## config.mk

```make
export PLATFORM = sky130hd
export DESIGN_NAME = j1_io_arbiter
export DESIGN_NICKNAME = d
export VERILOG_FILES = /design/src/rtl/j1_io_pkg.sv /design/src/rtl/j1_io_starve_ctr.sv /design/src/rtl/j1_io_arbiter.sv
export SDC_FILE = /design/constraint.sdc
export NUM_CORES = 1
export LEC_CHECK = 0
export ABC_CLOCK_PERIOD_IN_PS = 3300
export CAP_MARGIN = 20
export CORE_MARGIN = 3
export CORE_UTILIZATION = 28
export DETAILED_ROUTE_END_ITERATION = 6
export GPL_TIMING_DRIVEN = 0
export HOLD_SLACK_MARGIN = 0.02
export PLACE_DENSITY = 0.88
export SLEW_MARGIN = 10
export SYNTH_ARGS = -nofsm -noshare
export SYNTH_HDL_FRONTEND = slang
export SYNTH_SLANG_ARGS = --single-unit
```

## constraint.sdc

```tcl
create_clock -name clk -period 3.3 [get_ports clk]
set_clock_uncertainty 0.1 [all_clocks]
set_input_delay 0.99 -clock clk [delete_from_list [all_inputs] [get_ports clk]]
set_output_delay 0.99 -clock clk [all_outputs]
set_load 0.01 [all_outputs]
```

## src/rtl/j1_io_pkg.sv

```systemverilog
// rtl/j1_io_pkg.sv - shared types and sizing for the j1 I/O bus arbiter
package j1_io_pkg;

   typedef enum logic [1:0] {
      IDLE   = 2'd0,
      H_DATA = 2'd1,
      H_ACK  = 2'd2
   } host_state_t;

   localparam int DEFAULT_AW = 16;
   localparam int DEFAULT_DW = 16;

   // One spare bit so MAX_WAIT-1 always fits, including MAX_WAIT = 1.
   function automatic int wait_cnt_width(input int max_wait);
      return $clog2(max_wait) + 1;
   endfunction

endpackage

```

## src/rtl/j1_io_starve_ctr.sv

```systemverilog
// rtl/j1_io_starve_ctr.sv - host starvation counter and one-cycle cpu_hold register
module j1_io_starve_ctr
   import j1_io_pkg::*;
#(
   parameter int MAX_WAIT = 8
)(
   input  logic clk,
   input  logic reset,
   input  logic idle,
   input  logic host_req,
   input  logic grant,
   input  logic cpu_io_rd,
   output logic cpu_hold
);

   localparam int            CW  = wait_cnt_width(MAX_WAIT);
   localparam logic [CW-1:0] SAT = CW'(MAX_WAIT - 1);

   logic [CW-1:0] wait_cnt;
   logic          waiting;

   assign waiting = idle & host_req & ~grant;

   always_ff @(posedge clk) begin
      if (reset) begin
         wait_cnt <= '0;
      end else if (grant || !host_req) begin
         wait_cnt <= '0;
      end else if (waiting && wait_cnt != SAT) begin
         wait_cnt <= wait_cnt + 1'b1;
      end
   end

   // A held cycle always grants the host, so the hold can never repeat back to back.
   // Holding is deferred while the CPU reads so its data phase is never frozen.
   always_ff @(posedge clk) begin
      if (reset) begin
         cpu_hold <= 1'b0;
      end else begin
         cpu_hold <= waiting && (wait_cnt == SAT) && !cpu_io_rd;
      end
   end

endmodule

```

## src/rtl/j1_io_arbiter.sv

```systemverilog
// rtl/j1_io_arbiter.sv - shares the peripheral bus between the j1 I/O port and a host port
module j1_io_arbiter
   import j1_io_pkg::*;
#(
   parameter int MAX_WAIT = 8,
   parameter int AW       = DEFAULT_AW,
   parameter int DW       = DEFAULT_DW
)(
   input  logic          clk,
   input  logic          reset,
   input  logic          cpu_io_rd,
   input  logic          cpu_io_wr,
   input  logic [AW-1:0] cpu_mem_addr,
   input  logic [DW-1:0] cpu_dout,
   output logic [DW-1:0] cpu_io_din,
   output logic          cpu_hold,
   input  logic          host_req,
   input  logic          host_we,
   input  logic [AW-1:0] host_addr,
   input  logic [DW-1:0] host_wdata,
   output logic          host_ack,
   output logic [DW-1:0] host_rdata,
   output logic          pb_rd,
   output logic          pb_wr,
   output logic [AW-1:0] pb_addr,
   output logic [DW-1:0] pb_wdata,
   input  logic [DW-1:0] pb_rdata
);

   host_state_t state;
   host_state_t state_nxt;
   logic        cpu_active;
   logic        host_grant;

   assign cpu_active = (cpu_io_rd | cpu_io_wr) & ~cpu_hold;
   assign host_grant = (state == IDLE) & host_req & (~cpu_active | cpu_hold);

   always_ff @(posedge clk) begin
      if (reset) begin
         state <= IDLE;
      end else begin
         state <= state_nxt;
      end
   end

   always_comb begin
      state_nxt = state;
      case (state)
         IDLE:    if (host_grant) state_nxt = H_DATA;
         H_DATA:  state_nxt = H_ACK;
         H_ACK:   state_nxt = IDLE;
         default: state_nxt = IDLE;
      endcase
   end

   always_comb begin
      pb_rd    = 1'b0;
      pb_wr    = 1'b0;
      pb_addr  = '0;
      pb_wdata = '0;
      if (host_grant) begin
         pb_rd    = ~host_we;
         pb_wr    = host_we;
         pb_addr  = host_addr;
         pb_wdata = host_wdata;
      end else if (cpu_active) begin
         pb_rd    = cpu_io_rd;
         pb_wr    = cpu_io_wr;
         pb_addr  = cpu_mem_addr;
         pb_wdata = cpu_dout;
      end
      if (reset) begin
         pb_rd = 1'b0;
         pb_wr = 1'b0;
      end
      host_ack = (state == H_ACK);
   end

   // Peripheral read data lands in H_DATA; the bus is already free for the CPU then.
   always_ff @(posedge clk) begin
      if (reset) begin
         host_rdata <= '0;
      end else if (state == H_DATA && !host_we) begin
         host_rdata <= pb_rdata;
      end
   end

   assign cpu_io_din = pb_rdata;

   j1_io_starve_ctr #(
      .MAX_WAIT (MAX_WAIT)
   ) u_starve (
      .clk       (clk),
      .reset     (reset),
      .idle      (state == IDLE),
      .host_req  (host_req),
      .grant     (host_grant),
      .cpu_io_rd (cpu_io_rd),
      .cpu_hold  (cpu_hold)
   );

endmodule

```

==> flow_summary_export.csv, run 1 <==
group,metric,value,unit
routing,via_per_inst,4.74,
global_route,grt_start_max_net_pins,14,
timing,slew_headroom,62.4,%
critical_path,arrival,2.13,ns
final_layout,antenna_cells,0,
final_layout,final_common_cell,"clkdlybuf4s50_1",
critical_path,crit_required,2.21,ns
die,boundaryPins,154,
global_route,grt_pass1_wl,9050,um
synth,synth_ff_type,"dfxtp_1",
synth,async_reset_ff_share,0,%
synth,synth-seq-area-share,33.6,%
die,start_util,30.2,%
final_layout,syn2layout_area_growth,119,%
critical_path,path_max_fanout,10,
clocking,cts_max_level,1,
routing,finalWirelength,5660,um
synth,syn-cell-area,1370,um^2
status,status,"finished, final reports clean",
power_and_ir_drop,p_leak,1.22,nW
synth,synth-seq-cells,23,
critical_path,worstSetupPathType,"in -> out",
timing,worstMarginPinSlew,0.558,ns
timing,fin_ws,0.0782,ns
placement,gp_congestion,0.756,
timing,fin_crit_sh,97.6,%
timing,final_hold_viol_count,0,
power_and_ir_drop,swShare,25.9,%
routing,drtIter0Drc,43,
clocking,cts.sinks,23,
synth,netlist_instances,169,
synth,synth_warnings,0,
synth,synth_edf_count,0,
timing,fmaxAchievable,310,MHz
timing,tns,0,ns
global_route,grt_pass1_vias,1894,
placement,port_buffers,153,
routing,drc,0,
power_and_ir_drop,p_switching,0.000193,W
synth,yosys.area.top_type,"dfxtp_1",
final_layout,drive_gt1_share,22.2,%
power_and_ir_drop,clockPowerShare,23.5,%
critical_path,cp-start-kind,"input pin",
timing,slew_violations,0,
synth,ys_top_cells_by_area,"dfxtp_1 (34%), a22o_1 (20%), nand2_1 (9.0%)",
die,die_h,76.0,um
global_route,overflow,0,
clocking,clock_latency,0.26,ns
clocking,cts_hold_buf,0,
placement,dp_hpwl,4730,um
die,fp-row-count,24,
final_layout,fillerInstances,379,
die,core,4530,um^2
placement,pre_cts_slack,-1.13,ns
worst_hold_path,hold_path_class,"reg -> reg",
clocking,path_clk_slew,0.08,ns
timing,hold_slack,0.357,ns
timing,rsz0062_at_grt,"no",
synth,synth_nets,256,
synth,ys_types,31,
final_layout,layout_common_cells,"clkdlybuf4s50_1 (114), buf_2 (34), nand2_1 (33), a22o_1 (32), dfxtp_1 (23)",
flow_run,maxCapViolCount,0,
power_and_ir_drop,total_power,0.000746,W
power_and_ir_drop,comb_power_share,38.5,%
clocking,clock_path_buffers,2,
power_and_ir_drop,power.internal,0.000552,W
clocking,ctsRootBufferMaster,"clkbuf_8",
power_and_ir_drop,power_density,249,nW/um^2
global_route,antenna_found_initial,0,
power_and_ir_drop,power_frac_seq,38.0,%
die,fp.dieW,76.0,um
die,dieArea,5770,um^2
routing,first_pass_iters,4,
clocking,cts_buffers,3,
routing,vias,1866,
timing,fin_crit,3.22,ns
routing,postRouteAntennaNets,0,
synth,synth_top_area_share,33.6,%
final_layout,final_util,66.1,%
global_route,grt_usage,18.9,%
synth,postSynthAreaPerCell,8.11,um^2
timing,timing.final.setup_violations,0,
routing,wl_per_cell,14.4,um
critical_path,crit_path_end_kind,"output port",
clocking,tritoncts,"yes",
power_and_ir_drop,vdd.ir_drop.worst,0.000154,V
final_layout,nets,417,
[power by group through the flow]
stage          Sequential, W  Clock, W  Combinational (W)
2_1_floorplan       0.000291         0          0.0000974
3_3_place_gp        0.000290         0           0.000301
3_5_place_dp        0.000290         0           0.000305
4_1_cts             0.000283  0.000175           0.000292
5_1_grt             0.000284  0.000185           0.000306
6_report            0.000283  0.000175           0.000287
[metal layers]
layer,global-route usage (%),share of wire [%]
met5,0,0.34
met4,6.34,1.5
met3,7.23,10
met2,36.0,51
met1,18.5,37
[cell families after synthesis]
| family | Yosys count | synth area share (%) |
|---|---|---|
| adders and majority gates | 1 | 0.913 |
| buffers and inverters | 31 | 13.3 |
| DFF | 23 | 33.6 |
| AOI/OAI and AO/OA | 62 | 33.3 |
| and+or+nand+nor | 52 | 18.8 |
[state kept, by name (all words and copies together), names as in the netlist]
name,cells
host_rdata,16
u_starve.wait_cnt,4
state,2
u_starve.cpu_hold,1
[worst max-delay path, stage by stage]
cell	delay [ns]
buf_2	0.13
o21ba_4	0.24
clkbuf_16	0.16
clkbuf_16	0.16
a22o_1	0.22
clkdlybuf4s15_2	0.22
[final timing paths]
check,from,endpoint,slack [ns],cells after the start
worst min-delay path,host_rdata[10],host_rdata[10],0.36,2
worst min register to register,host_rdata[10],host_rdata[10],0.36,2
worst max-delay path,cpu_io_wr,pb_wdata[12],0.08,6
worst max register to register,state[0],u_starve.wait_cnt[3],1.51,4
[cell type report]
type | instances | area [um^2] | area share [%]
flip-flops and latches | 23 | 460 | 15.4
multi-input cells | 115 | 759 | 25.3
repair buffers | 159 | 1420 | 47.5
plain buffers | 26 | 220 | 7.35
clock buffers | 4 | 45.0 | 1.50
inverters | 2 | 7.51 | 0.250
well taps | 65 | 81.3 | 2.71
[cells in the mapped netlist (2+ instances only)]
library cell	instances
nand2_1	33
a22o_1	32
dfxtp_1	23
a21oi_1	20
buf_4	16
clkbuf_1	8
buf_2	5
nor2_1	3
o31ai_1	3
a32oi_1	2
inv_1	2
nor2b_1	2
nor3b_1	2
[metrics by stage]
step                instances  area [um^2]
finish                    394         3000
floorplan                 169         1370
CTS                       396         3020
detailed placement        387         2980
global route              394         3000
global placement          387         2980
[what timing repair did]
action,4_1_cts,5_1_grt
setup buffers,6,0
pin swaps,3,2
endpoints found under the setup margin,34,28
resized for setup,169,3
(Power assumes the default switching activity.)
==> inputs of run 2 (changes only) <==
Settings changed: ABC_CLOCK_PERIOD_IN_PS 3300 to 3950, CORE_UTILIZATION 28 to 30, PLACE_DENSITY 0.88 to 0.93, SLEW_MARGIN 10 to unset.
Clock period 3.3 ns to 3.95 ns, I/O delays scaled along.
==> run 2 against run 1 <==
Against the previous run:
- clock power shrank 19%
- cell area is 2.5% higher
- critical path type unchanged
- flip-flop and latch count stayed put
==> flow_summary_export.csv, run 2 (same netlist as run 1, synthesis figures left out) <==
group,metric,value,unit
final_layout,syn2layout_area_growth,124,%
final_layout,largestRegisters,"host_rdata x16, u_starve.wait_cnt x4, state x2",
timing,slew_violations,0,
die,fp.dieW,73.6,um
final_layout,largest_reg_flops,16,
critical_path,arrival,2.58,ns
routing,wl_per_cell,15.5,um
final_layout,antenna_cells,0,
global_route,grt_pass1_vias,1921,
final_layout,drive_gt1_share,21.1,%
worst_hold_path,hold_start,"host_rdata[2]",
routing,drc,0,
timing,fin_crit_sh,97.9,%
critical_path,worstSetupPathType,"in -> out",
power_and_ir_drop,vdd.ir_drop.worst,0.000125,V
placement,place_area,2960,um^2
clocking,cts_max_level,1,
flow_run,maxCapViolCount,0,
placement,pre_cts_slack,-0.782,ns
placement,gp_congestion,0.797,
timing,timing.final.setup_violations,0,
final_layout,design_area,3070,um^2
critical_path,r2r_start,"state[0]",
clocking,path_clk_slew,0.08,ns
placement,dp_hpwl,4900,um
die,die_h,73.6,um
clocking,cts.sinks,23,
final_layout,final_common_cell,"clkdlybuf4s50_1",
worst_hold_path,hold_path_class,"reg -> reg",
routing,via_per_inst,4.97,
routing,postRouteAntennaNets,0,
timing,fmaxAchievable,259,MHz
global_route,grt_start_max_net_pins,14,
placement,port_buffers,153,
timing,fin_ws,0.0841,ns
routing,met3_wirelength,646,um
timing,worstMarginPinSlew,0.469,ns
clocking,clock_path_buffers,2,
clocking,ctsRootBufferMaster,"clkbuf_8",
power_and_ir_drop,p_leak,1.23,nW
power_and_ir_drop,power_density,205,nW/um^2
critical_path,regToRegSetupSlack,2.13,ns
die,dieArea,5410,um^2
timing,hold_slack,0.354,ns
status,status,"finished, final reports clean",
timing,slew_headroom,68.4,%
routing,drtIter0Drc,57,
global_route,grt_pass1_wl,9020,um
final_layout,nets,419,
critical_path,path_max_fanout,10,
timing,rsz0062_at_grt,"no",
critical_path,ff2ff_path_depth,5,
die,start_util,32.6,%
worst_hold_path,holdPathStages,2,
critical_path,cp-start-kind,"input pin",
worst_hold_path,min_to,"host_rdata[2]",
routing,vias,1895,
global_route,overflow,0,
clocking,clock_latency,0.26,ns
routing,first_pass_iters,4,
routing,finalWirelength,5900,um
clocking,cts_buffers,3,
final_layout,regMostFlops,"host_rdata",
routing,wl_met1,1930,um
timing,final_hold_viol_count,0,
die,fp-row-count,23,
timing,fin_crit,3.87,ns
critical_path,r2r_end,"host_rdata[13]",
global_route,grt_usage,21.4,%
routing,dr.max_layer_used,"met4",
critical_path,crit_required,2.66,ns
routing,wl_met2,3200,um
die,core,4200,um^2
final_layout,layout_common_cells,"clkdlybuf4s50_1 (117), nand2_1 (33), a22o_1 (32), dfxtp_1 (23)",
clocking,tritoncts,"yes",
critical_path,crit_path_end_kind,"output port",
global_route,antenna_found_initial,0,
die,boundaryPins,154,
-- run 2: cell count changes in the layout (fill, tap and decap cells not counted) --
cell             previous run  this run
clkdlybuf4s15_2             1         9
clkbuf_8                    3         4
clkdlybuf4s50_1           114       117
clkbuf_2                    0         2
nor3b_2                     2         1
nor3b_4                     0         1
buf_2                      34        16
buf_6                       6        11
dlygate4sd2_1               3         2
buf_4                      19        20
clkdlybuf4s15_1             0         3
clkbuf_16                   2         0
-- run 2: final cells by class --
type | instances | area (um^2)
clock buffer | 4 | 45.0
sequential | 23 | 460
timing repair buffer | 159 | 1520
fill | 313 | 1130
inverter | 2 | 7.51
tap | 50 | 62.6
multi-input combinational | 115 | 766
buffer | 28 | 214
-- run 2: metal layers --
layer / GRT usage [%] / vias up
li1: - / 932
met1: 20.3 / 851
met2: 42.0 / 102
met3: 7.39 / 10
met4: 7.04 / 0
met5: 0 / -
-- run 2: metrics by stage --
stage                     util, %  TNS [ns]  std cells  total power [W]
after floorplan                 -         0        169         0.000324
after global placement       70.5    -23.64        372         0.000493
after detailed placement     70.5    -24.47        372         0.000497
after CTS                    72.9         0        381         0.000633
after global routing         73.2         0        381         0.000663
final                        73.2         0        381         0.000630
-- run 2: power by group --
| group | leakage [nW] | switching, W | internal (W) |
|---|---|---|---|
| Sequential | 0.186 | 0.00000238 | 0.000235 |
| Combinational | 1.02 | 0.0000869 | 0.000165 |
| Clock | 0.0228 | 0.0000699 | 0.0000719 |
-- run 2: critical path, cell delays in order --
cell	delay, ns
dlygate4sd2_1	0.31
o21ba_4	0.26
clkbuf_4	0.18
buf_4	0.18
a22o_1	0.23
clkdlybuf4s15_2	0.23
-- run 2: worst max path at each step --
| stage | end | from | slack, ns | cells after the start |
|---|---|---|---|---|
| final | pb_addr[9] | cpu_io_rd | 0.08 | 6 |
| after global routing | pb_addr[9] | cpu_io_rd | 0.03 | 6 |
| after CTS | pb_wdata[11] | host_req | 0.02 | 8 |
| after detailed placement | pb_wdata[7] | host_req | -0.78 | 7 |
| after global placement | pb_wdata[10] | cpu_io_rd | -0.75 | 6 |
| after floorplan | pb_addr[0] | host_req | 0.43 | 5 |
-- run 2: what timing repair did --
action                                  in CTS  in global routing
cloned                                       3                  0
hold buffers                                 0                  0
resized for setup                          147                  5
endpoints found under the setup margin      34                 34
setup buffers                                3                  0
pin swaps                                    2                  1
endpoints found under the hold margin        0                  0
